--- config.mk ---
export PLATFORM = sky130hd
export DESIGN_NAME = ex_muldiv_ctrl
export DESIGN_NICKNAME = d
export VERILOG_FILES = /design/src/rtl/ex_muldiv_ctrl_pkg.sv /design/src/rtl/ex_muldiv_ctrl_md_core.sv /design/src/rtl/ex_muldiv_ctrl.sv
export SDC_FILE = /design/constraint.sdc
export NUM_CORES = 1
export LEC_CHECK = 0
export CAP_MARGIN = 20
export CORE_AREA = 3 3 119 121
export DETAILED_ROUTE_END_ITERATION = 8
export DIE_AREA = 0 0 122 124
export PLACE_DENSITY = 0.76
export SETUP_SLACK_MARGIN = 0.15
export SYNTH_ARGS = -nofsm -noshare
export SYNTH_HDL_FRONTEND = slang
export SYNTH_SLANG_ARGS = --single-unit
--- constraint.sdc ---
create_clock -name clk -period 4.1 [get_ports clk]
set_input_delay 0.82 -clock clk [delete_from_list [all_inputs] [get_ports clk]]
set_output_delay 0.82 -clock clk [all_outputs]
set_load 0.05 [all_outputs]
--- src/rtl/ex_muldiv_ctrl_pkg.sv ---
// ---------------------------------------------------------------------------
// ex_muldiv_ctrl_pkg
// Shared definitions for the iterative multiply/divide unit: operation
// encodings, FSM state encodings, default datapath width and counter width.
// Configuration macro: EX_MULDIV_DIV_EN (enables the divide datapath).
// ---------------------------------------------------------------------------
package ex_muldiv_ctrl_pkg;

    localparam int MD_W_DEF = 32;
    // Iteration counter must hold MD_W-1; 6 bits covers widths up to 64.
    localparam int CNT_W    = 6;

    typedef enum logic [1:0] {
        MD_NONE = 2'b00,
        MD_MUL  = 2'b01,
        MD_DIVU = 2'b10,
        MD_REMU = 2'b11
    } md_op_e;

    typedef enum logic [1:0] {
        ST_IDLE = 2'b00,
        ST_RUN  = 2'b01,
        ST_DONE = 2'b10
    } md_state_e;

    function automatic logic is_div(input md_op_e op);
        return (op == MD_DIVU) || (op == MD_REMU);
    endfunction

endpackage

--- src/rtl/ex_muldiv_ctrl_md_core.sv ---
// ---------------------------------------------------------------------------
// md_core
// Shift/accumulate datapath for the multiply/divide unit. One bit per step:
// unsigned shift-add multiply (low word) and restoring shift-subtract divide.
// Configuration macro: EX_MULDIV_DIV_EN (without it the divide datapath is
// absent and divide results read as zero).
//
// Ports
//   clk       pipeline clock
//   reset     asynchronous active-low reset
//   load_i    capture operands for op_i
//   step_i    perform one iteration for op_i
//   op_i      operation (latched copy from the controller while running)
//   in_0_i    multiplicand / dividend
//   in_1_i    multiplier / divisor
//   result_o  product low word, quotient or remainder
// ---------------------------------------------------------------------------
module md_core
    import ex_muldiv_ctrl_pkg::*;
#(
    parameter int MD_W = MD_W_DEF
) (
    input  logic            clk,
    input  logic            reset,
    input  logic            load_i,
    input  logic            step_i,
    input  md_op_e          op_i,
    input  logic [MD_W-1:0] in_0_i,
    input  logic [MD_W-1:0] in_1_i,
    output logic [MD_W-1:0] result_o
);

    // a_q: multiplicand (shifted left) or dividend/quotient shift register
    // b_q: multiplier (shifted right) or divisor
    // acc_q: product accumulator or partial remainder
    logic [MD_W-1:0] a_q, a_d;
    logic [MD_W-1:0] b_q, b_d;
    logic [MD_W-1:0] acc_q, acc_d;

`ifdef EX_MULDIV_DIV_EN
    logic [MD_W:0] rem_sh;
    logic [MD_W:0] rem_diff;
    assign rem_sh   = {acc_q, a_q[MD_W-1]};
    assign rem_diff = rem_sh - {1'b0, b_q};
`endif

    always_comb begin
        a_d   = a_q;
        b_d   = b_q;
        acc_d = acc_q;
        if (load_i) begin
            if (op_i == MD_MUL) begin
                a_d   = in_0_i;
                b_d   = in_1_i;
                acc_d = '0;
            end else begin
`ifdef EX_MULDIV_DIV_EN
                if (in_1_i == '0) begin
                    // Divide by zero resolves at load: quotient all ones,
                    // remainder is the dividend.
                    a_d   = '1;
                    b_d   = '0;
                    acc_d = in_0_i;
                end else begin
                    a_d   = in_0_i;
                    b_d   = in_1_i;
                    acc_d = '0;
                end
`else
                a_d   = '0;
                b_d   = '0;
                acc_d = '0;
`endif
            end
        end else if (step_i) begin
            if (op_i == MD_MUL) begin
                if (b_q[0]) begin
                    acc_d = acc_q + a_q;
                end
                a_d = {a_q[MD_W-2:0], 1'b0};
                b_d = {1'b0, b_q[MD_W-1:1]};
            end
`ifdef EX_MULDIV_DIV_EN
            else if (is_div(op_i)) begin
                // Borrow out of the top bit means the trial subtract failed.
                if (!rem_diff[MD_W]) begin
                    acc_d = rem_diff[MD_W-1:0];
                    a_d   = {a_q[MD_W-2:0], 1'b1};
                end else begin
                    acc_d = rem_sh[MD_W-1:0];
                    a_d   = {a_q[MD_W-2:0], 1'b0};
                end
            end
`endif
        end
    end

    always_ff @(posedge clk or negedge reset) begin
        if (!reset) begin
            a_q   <= '0;
            b_q   <= '0;
            acc_q <= '0;
        end else begin
            a_q   <= a_d;
            b_q   <= b_d;
            acc_q <= acc_d;
        end
    end

    always_comb begin
        result_o = '0;
        case (op_i)
            MD_MUL:  result_o = acc_q;
`ifdef EX_MULDIV_DIV_EN
            MD_DIVU: result_o = a_q;
            MD_REMU: result_o = acc_q;
`endif
            default: result_o = '0;
        endcase
    end

endmodule

--- src/rtl/ex_muldiv_ctrl.sv ---
// ---------------------------------------------------------------------------
// ex_muldiv_ctrl
// Iterative multiply/divide unit for the EX stage. Holds the FSM, iteration
// counter and pipeline handshake; the arithmetic lives in md_core.
// Configuration macro: EX_MULDIV_DIV_EN (divide support; when undefined a
// DIVU/REMU completes in one cycle with md_out = 0 and md_exp = 1).
//
//   state | meaning
//   IDLE  | waiting for a start from ID
//   RUN   | one bit per cycle, MD_W cycles
//   DONE  | result presented; held while stall = 1
//
// Ports
//   clk, reset          clock, asynchronous active-low reset
//   id_en, id_md_op     ID-stage valid and operation
//   id_md_in_0/1        operands
//   stall, flush        pipeline controls; int_detect acts as flush
//   md_busy             combinational stall request
//   md_valid, md_out    result handshake
//   md_exp              divide-by-zero flag
// ---------------------------------------------------------------------------
module ex_muldiv_ctrl
    import ex_muldiv_ctrl_pkg::*;
#(
    parameter int MD_W = MD_W_DEF
) (
    input  logic            clk,
    input  logic            reset,
    input  logic            id_en,
    input  logic [1:0]      id_md_op,
    input  logic [MD_W-1:0] id_md_in_0,
    input  logic [MD_W-1:0] id_md_in_1,
    input  logic            stall,
    input  logic            flush,
    input  logic            int_detect,
    output logic            md_busy,
    output logic            md_valid,
    output logic [MD_W-1:0] md_out,
    output logic            md_exp
);

    localparam logic [CNT_W-1:0] CNT_LAST = CNT_W'(MD_W - 1);

    md_state_e        state_q;
    logic [CNT_W-1:0] cnt_q;
    md_op_e           op_q;
    logic             valid_q;
    logic             exp_q;

    md_op_e           id_op;
    logic             start;
    logic             abort;
    logic             fast_done;
    logic             core_load;
    md_op_e           core_op;
    logic [MD_W-1:0]  core_result;

    assign id_op = md_op_e'(id_md_op);
    assign start = id_en & (id_op != MD_NONE) & ~flush & ~int_detect;
    assign abort = flush | int_detect;

    // Operations that finish without iterating: zero divisor, or any divide
    // when the divide datapath is not built.
`ifdef EX_MULDIV_DIV_EN
    assign fast_done = is_div(id_op) && (id_md_in_1 == '0);
`else
    assign fast_done = is_div(id_op);
`endif

    assign core_load = (state_q == ST_IDLE) & start;
    assign core_op   = core_load ? id_op : op_q;

    md_core #(
        .MD_W (MD_W)
    ) u_md_core (
        .clk      (clk),
        .reset    (reset),
        .load_i   (core_load),
        .step_i   (state_q == ST_RUN),
        .op_i     (core_op),
        .in_0_i   (id_md_in_0),
        .in_1_i   (id_md_in_1),
        .result_o (core_result)
    );

    always_ff @(posedge clk or negedge reset) begin
        if (!reset) begin
            state_q <= ST_IDLE;
            cnt_q   <= '0;
            op_q    <= MD_NONE;
            valid_q <= 1'b0;
            exp_q   <= 1'b0;
        end else begin
            case (state_q)
                ST_IDLE: begin
                    if (start) begin
                        op_q  <= id_op;
                        cnt_q <= '0;
                        if (fast_done) begin
                            state_q <= ST_DONE;
                            valid_q <= 1'b1;
                            exp_q   <= 1'b1;
                        end else begin
                            state_q <= ST_RUN;
                            exp_q   <= 1'b0;
                        end
                    end
                end
                ST_RUN: begin
                    if (abort) begin
                        state_q <= ST_IDLE;
                        valid_q <= 1'b0;
                        exp_q   <= 1'b0;
                    end else begin
                        cnt_q <= cnt_q + 1'b1;
                        if (cnt_q == CNT_LAST) begin
                            state_q <= ST_DONE;
                            valid_q <= 1'b1;
                        end
                    end
                end
                ST_DONE: begin
                    // Flush wins over stall.
                    if (abort || !stall) begin
                        state_q <= ST_IDLE;
                        valid_q <= 1'b0;
                        exp_q   <= 1'b0;
                    end
                end
                default: begin
                    state_q <= ST_IDLE;
                    valid_q <= 1'b0;
                    exp_q   <= 1'b0;
                end
            endcase
        end
    end

    // Gated by reset so no stall request leaks out while held in reset.
    assign md_busy  = reset & (((state_q == ST_IDLE) & start) | (state_q == ST_RUN));
    assign md_valid = valid_q;
    assign md_out   = valid_q ? core_result : '0;
    assign md_exp   = valid_q & exp_q;

endmodule
* Word level (Yosys, flattened, before mapping)
Cells that the tools add are included.
** Word-level totals
- Bits of input ports :: 72
- Register bits :: 108
** Cells by class
- Bitwise gates (word level) :: 10
- Multiplexer cells :: 34
- Reductions and logical operators :: 16
- $add $sub $neg :: 2
- Equal/unequal tests :: 12
** Operators by type and width (count)
- $mux W32 :: 14
- $add A32 B32 Y32 :: 1
- $mux W2 :: 6
- $mux W6 :: 2
- $pmux W6 S2 :: 1
- $reduce_and A3 Y1 :: 4
- $ne A2 B2 Y1 const B :: 5
- $reduce_bool A2 Y1 :: 5
- $mux W1 :: 8
- $add A6 B1 Y6 const B :: 1
- $and A1 B1 Y1 :: 6
- $eq A2 B2 Y1 const B :: 3
- $eq A6 B5 Y1 const B :: 1
- $pmux W1 S3 :: 2
- $pmux W2 S3 :: 1
- $eq A2 B1 Y1 const B :: 2
- $reduce_and A2 Y1 :: 2
- $reduce_and A4 Y1 :: 1
- $ne A3 B3 Y1 const B :: 1
- $logic_not A2 Y1 :: 1
- $logic_or A1 B1 Y1 :: 2
- $not A1 Y1 :: 2
- $or A1 B1 Y1 :: 2
- $logic_not A1 Y1 :: 1

* Logic depth before layout (Yosys ltp)
- Depth in word-level cells :: 10
- Depth in mapped cells :: 11
- Depth with buffers taken out :: 11

* By module
From an unflattened synthesis, not the netlist that was laid out.
** Second synthesis, totals
- Cells, all modules :: 790
- Area, all modules :: 7030.5 um^2
** Modules (own cells, without submodules)
- md_core :: cells each 683, area each 6125.9 um^2, seq. area each 2402.3 um^2, times used 1
- ex_muldiv_ctrl :: cells each 107, area each 904.6 um^2, seq. area each 300.3 um^2, times used 1

* Worst setup path before layout
Ideal clock, no wire load.
- Path type :: input port to output port
- From :: in flush
- To :: out md_busy
- Stages :: 4
- Slack :: 0.805 ns
- Arrival :: 2.475 ns
- Data required time :: 3.280 ns
- Buffers on the path :: 0
- Cell sequence :: nor2_1 o211a_1 nor2_1 nor3b_1
** On the way
- Cells in the longest elaborated chain, start to end :: 6
** Ends and longest elaborated chain
- start, declared :: line ex_muldiv_ctrl.sv:34 : input logic flush,
- $not A1 Y1 :: line ex_muldiv_ctrl.sv:59 : assign start = id_en & (id_op != MD_NONE) & ~flush & ~int_detect;
- $and A1 B1 Y1 (2 in a row) :: line ex_muldiv_ctrl.sv:59
- $and A1 B1 Y1 :: line ex_muldiv_ctrl.sv:140 : assign md_busy = reset & (((state_q == ST_IDLE) & start) | (state_q == ST_RUN));
- $or A1 B1 Y1 :: line ex_muldiv_ctrl.sv:140
- $and A1 B1 Y1 :: line ex_muldiv_ctrl.sv:140
- end, declared :: line ex_muldiv_ctrl.sv:36 : output logic md_busy,
No other way between the ends.

* Final worst setup path
- From :: in flush
- To :: out md_out[31]
** On the way
- Cells in the longest elaborated chain, start to end :: 8
** Ends and longest elaborated chain
- $not A1 Y1 :: line ex_muldiv_ctrl.sv:59
- $and A1 B1 Y1 (2 in a row) :: line ex_muldiv_ctrl.sv:59
- $and A1 B1 Y1 :: line ex_muldiv_ctrl.sv:70 : assign core_load = (state_q == ST_IDLE) & start;
- $mux W2 :: line ex_muldiv_ctrl.sv:71 : assign core_op = core_load ? id_op : op_q;
- $eq A2 B1 Y1 :: line ex_muldiv_ctrl_md_core.sv:112 : case (op_i)
- $mux W32 :: line ex_muldiv_ctrl_md_core.sv:112
- $mux W32 :: line ex_muldiv_ctrl.sv:142 : assign md_out = valid_q ? core_result : '0;
- end, declared :: line ex_muldiv_ctrl.sv:38 : output logic [MD_W-1:0] md_out,
No other way between the ends.

==> results.py <==
metrics = {
    "setup_path": {
        "worst_ep_arrival_time_ns": 2.88,
        "timing.critical_path.fanout_max": 28,
        "critical-path-slowest-cell": "sky130_fd_sc_hd__clkdlybuf4s50_1",
        "critPathMaxStageDelay_ns": 0.40,
        "critical-path-top-delay-family": "buffers and inverters",
        "cp-end-kind": "output pin",
        "start_kind": "primary input",
        "cp_num_buf_inv": 3,
        "critical_path_class": "primary input to output pin",
        "crit_required_ns": 3.28,
        "critical-path-top-cell-by-count": "sky130_fd_sc_hd__buf_12",
        "crit_chain": "clkdlybuf4s50_1 -> nor2_1 -> o211a_1 -> nand2_1 -> a21oi_2 -> buf_12 -> and2_1 -> buf_12",
    },
    "placed_design": {
        "numPortBuffers": 106,
        "gp_congestion": 0.894,
        "post-dp-hpwl_um": 10800,
    },
    "floorplan": {
        "core_area_um2": 13200,
        "num_rows": 42,
        "initial_utilization_pct": 49.8,
        "die_area_um2": 15100,
        "die_y_extent_um": 124,
        "io-pin-count": 107,
        "die_w_um": 122,
    },
    "cts": {
        "insertion_delay_ns": 0.36,
        "cts_buffers": 9,
        "clock_tree.htree_level_count": 3,
        "ctsResizeCount": 0,
        "clockBufferDepth": 2,
        "cts_post_setup_buffers_inserted": 0,
        "clkSinkCount": 108,
        "worst_setup_hold_path_clk_slew_ns": 0.07,
        "cts-hold-fix-buffers": 0,
        "ctsRootBufferMaster": "sky130_fd_sc_hd__clkbuf_16",
        "tritoncts": "yes",
    },
    "flow_run": {
        "max-cap-violations": 0,
    },
    "yosys": {
        "net_count_after_synthesis": 806,
        "synth.top_cells.by_area": "sky130_fd_sc_hd__dfrtp_1 (41%), sky130_fd_sc_hd__mux2i_1 (9.5%), sky130_fd_sc_hd__nand3_1 (7.9%)",
        "synth-simple-area-share_pct": 16.9,
        "synthDominantCellAreaShare_pct": 41.2,
        "predominant_post_synthesis_flop_cell": "sky130_fd_sc_hd__dfrtp_1",
        "synthXorXnorAreaFrac_pct": 4.27,
        "netlist_cell_types": 54,
        "synth_area_um2": 6560,
        "mux_share_of_post_synthesis_cell_area_pct": 9.45,
        "synth_top_area_cell": "sky130_fd_sc_hd__dfrtp_1",
        "yosys_warn_count": 0,
        "post_synth.cell_area_avg_um2": 9.36,
        "compound_cell_area_share_of_the_yosys_netlist_pct": 18.4,
        "synth_edf_count": 0,
        "synth-seq-area-share_pct": 41.2,
        "post_synthesis_sequential_element_count": 108,
        "synth_top_family_by_area": "compound AO/OA/AOI/OAI gates",
        "post_synth_fa_ha_maj_area_fraction_pct": 6.40,
        "syn-instance-count": 701,
        "async_set_or_reset_flop_fraction_in_the_synthesized_netlist_pct": 100,
    },
    "power_and_ir_drop": {
        "share_comb_of_total_power_pct": 51.4,
        "power.sequential.fraction_pct": 33.7,
        "vdd_ir_max_uv": 445,
        "switching_share_pct": 42.0,
        "p_clk_share_pct": 14.9,
        "pwr_density_cell_nw_per_um2": 669,
        "switching_power_total_uw": 2340,
        "leakagePower_uw": 0.00352,
        "fin_total_pwr_uw": 5590,
        "power.internal_uw": 3240,
    },
    "grt": {
        "grtUsageMet1_pct": 26.0,
        "grt_util_all_layers_pct": 21.0,
        "gr-max-usage-layer": "met2",
        "global_route.usage.met3_pct": 5.04,
        "groute.layer.met2.usage_pct": 36.9,
        "grt-ovfl-total": 0,
        "first_global_vias": 5420,
        "number_of_antenna_violations_at_the_first_check_in_global_routing": 1,
        "grt_pass1_wl_um": 25600,
        "grt_start_max_net_pins": 93,
    },
    "sta": {
        "timing_worst_slew_pin_value_ns": 1.08,
        "post-route-period-util_pct": 90.2,
        "worst_clk_skew_ns": 0.00760,
        "final.min_clock_period_ns": 3.70,
        "slew-limit-headroom_pct": 27.8,
        "total_of_endpoints_with_negative_setup_slack_in_the_final_report": 0,
        "final_hold_viol_count": 0,
        "fin_setup_tns_ns": 0,
        "maxSlewViolCount": 0,
        "rsz_0062_raised_after_global_routing": "no",
        "maxClockFrequency_mhz": 270,
    },
    "cells_and_area": {
        "final_common_cell": "sky130_fd_sc_hd__dfrtp_1",
        "regArea_um2": 2700,
        "multi_input_comb_area_um2": 3660,
        "filler_cell_count": 1062,
        "antennaDiodeCount": 0,
        "fraction_of_layout_cells_with_a_size_suffix_above_1_pct": 9.20,
        "areaGrowthSynthToFinish_pct": 27.2,
        "nNetsFinal": 883,
        "final_cell_mix": "sky130_fd_sc_hd__dfrtp_1 (108), sky130_fd_sc_hd__nand3_1 (103), sky130_fd_sc_hd__o21ai_0 (97), sky130_fd_sc_hd__clkdlybuf4s50_1 (72), sky130_fd_sc_hd__mux2i_1 (62)",
    },
    "drt": {
        "detail_route.vias_per_cell": 5.64,
        "drt.antenna.violating_nets": 0,
        "initialDrtViolationCount": 332,
        "routed_wirelength_um": 15300,
        "drtPass1Iterations": 4,
        "routedWlPerCell_um": 16.0,
        "vias": 5408,
        "post_detailed_route_drc_marker_count": 0,
    },
    "outcome": {
        "result_of_the_run": "finished, final reports clean",
    },
    "hold_path": {
        "worstHoldPathType": "primary input to async pin",
    },
}
[cells in the mapped netlist (all sizes together), types with 4 or more instances]
| master | count |
|---|---|
| o21a | 4 |
| nand3 | 103 |
| xnor2 | 13 |
| clkbuf | 35 |
| xor2 | 19 |
| buf | 12 |
| a2111o | 4 |
| nand4 | 8 |
| dfrtp | 108 |
| and2 | 36 |
| a21oi | 26 |
| a31oi | 5 |
| nor2b | 4 |
| a21o | 17 |
| and3 | 4 |
| ha | 32 |
| nor2 | 21 |
| o21ai | 111 |
| inv | 9 |
| mux2i | 62 |
| nand2 | 29 |
[worst paths after layout]
kind,start,slack [ns],cells after the start,endpoint
max,flush,0.40,8,md_out[31]
min,reset,0.41,1,u_md_core.a_q[9]
max reg2reg,u_md_core.acc_q[0],1.16,11,u_md_core.acc_q[28]
min reg2reg,op_q[1],0.49,2,op_q[1]
max in group asynchronous,reset,2.37,2,u_md_core.a_q[18]
min in group clk,op_q[1],0.49,2,op_q[1]
[power by group through the flow]
stage          logic (uW)  registers [uW]  clock network [uW]
2_1_floorplan        2070            1780                   0
3_3_place_gp         2760            1880                   0
3_5_place_dp         2850            1900                   0
4_1_cts              2870            1880                 855
5_1_grt              3170            1940                 895
6_report             2870            1880                 833
[per-layer routing]
layer  share of wire, %  wire, um
met1                 44      6730
met2                 50      7690
met5               0.13        20
met4                1.4       210
met3                4.3       652
[registers in the layout (all words and copies together) (netlist names)]
register         cells
u_md_core.acc_q     32
op_q                 2
md_valid             1
cnt_q                6
exp_q                1
state_q              2
u_md_core.a_q       32
u_md_core.b_q       32
[per-stage QoR]
step / utilization [%] / hold WS, ns / setup WS (ns) / instances / area [um^2]
global route: 63.3 / 0.439 / 0.282 / 959 / 8350
global placement: 61.2 / 0.455 / 0.517 / 943 / 8070
detailed placement: 61.2 / 0.472 / 0.432 / 943 / 8070
finish: 63.3 / 0.413 / 0.400 / 959 / 8350
CTS: 63.3 / 0.425 / 0.414 / 959 / 8350
floorplan: - / 0.438 / 0.805 / 701 / 6560
[area by class of cell]
type,instances,area share [%]
clock buffer,9,2.70
clock inverter,7,0.674
inverter,9,0.405
multi-input combinational,537,43.8
sequential,108,32.4
tap,176,2.64
timing repair buffer,113,17.4
[logic make-up (layout without fill, tap and decap cells)]
kind of cell | count (synthesis) | count (layout)
AO/OA/AOI/OAI | 194 | 194
XOR/XNOR | 32 | 32
adder cells (fa/ha/maj) | 33 | 33
buffers and inverters | 56 | 138
flip-flops | 108 | 108
multiplexers | 62 | 62
AND/OR/NAND/NOR | 216 | 216
No activity file was read; power rests on OpenSTA's default activity.
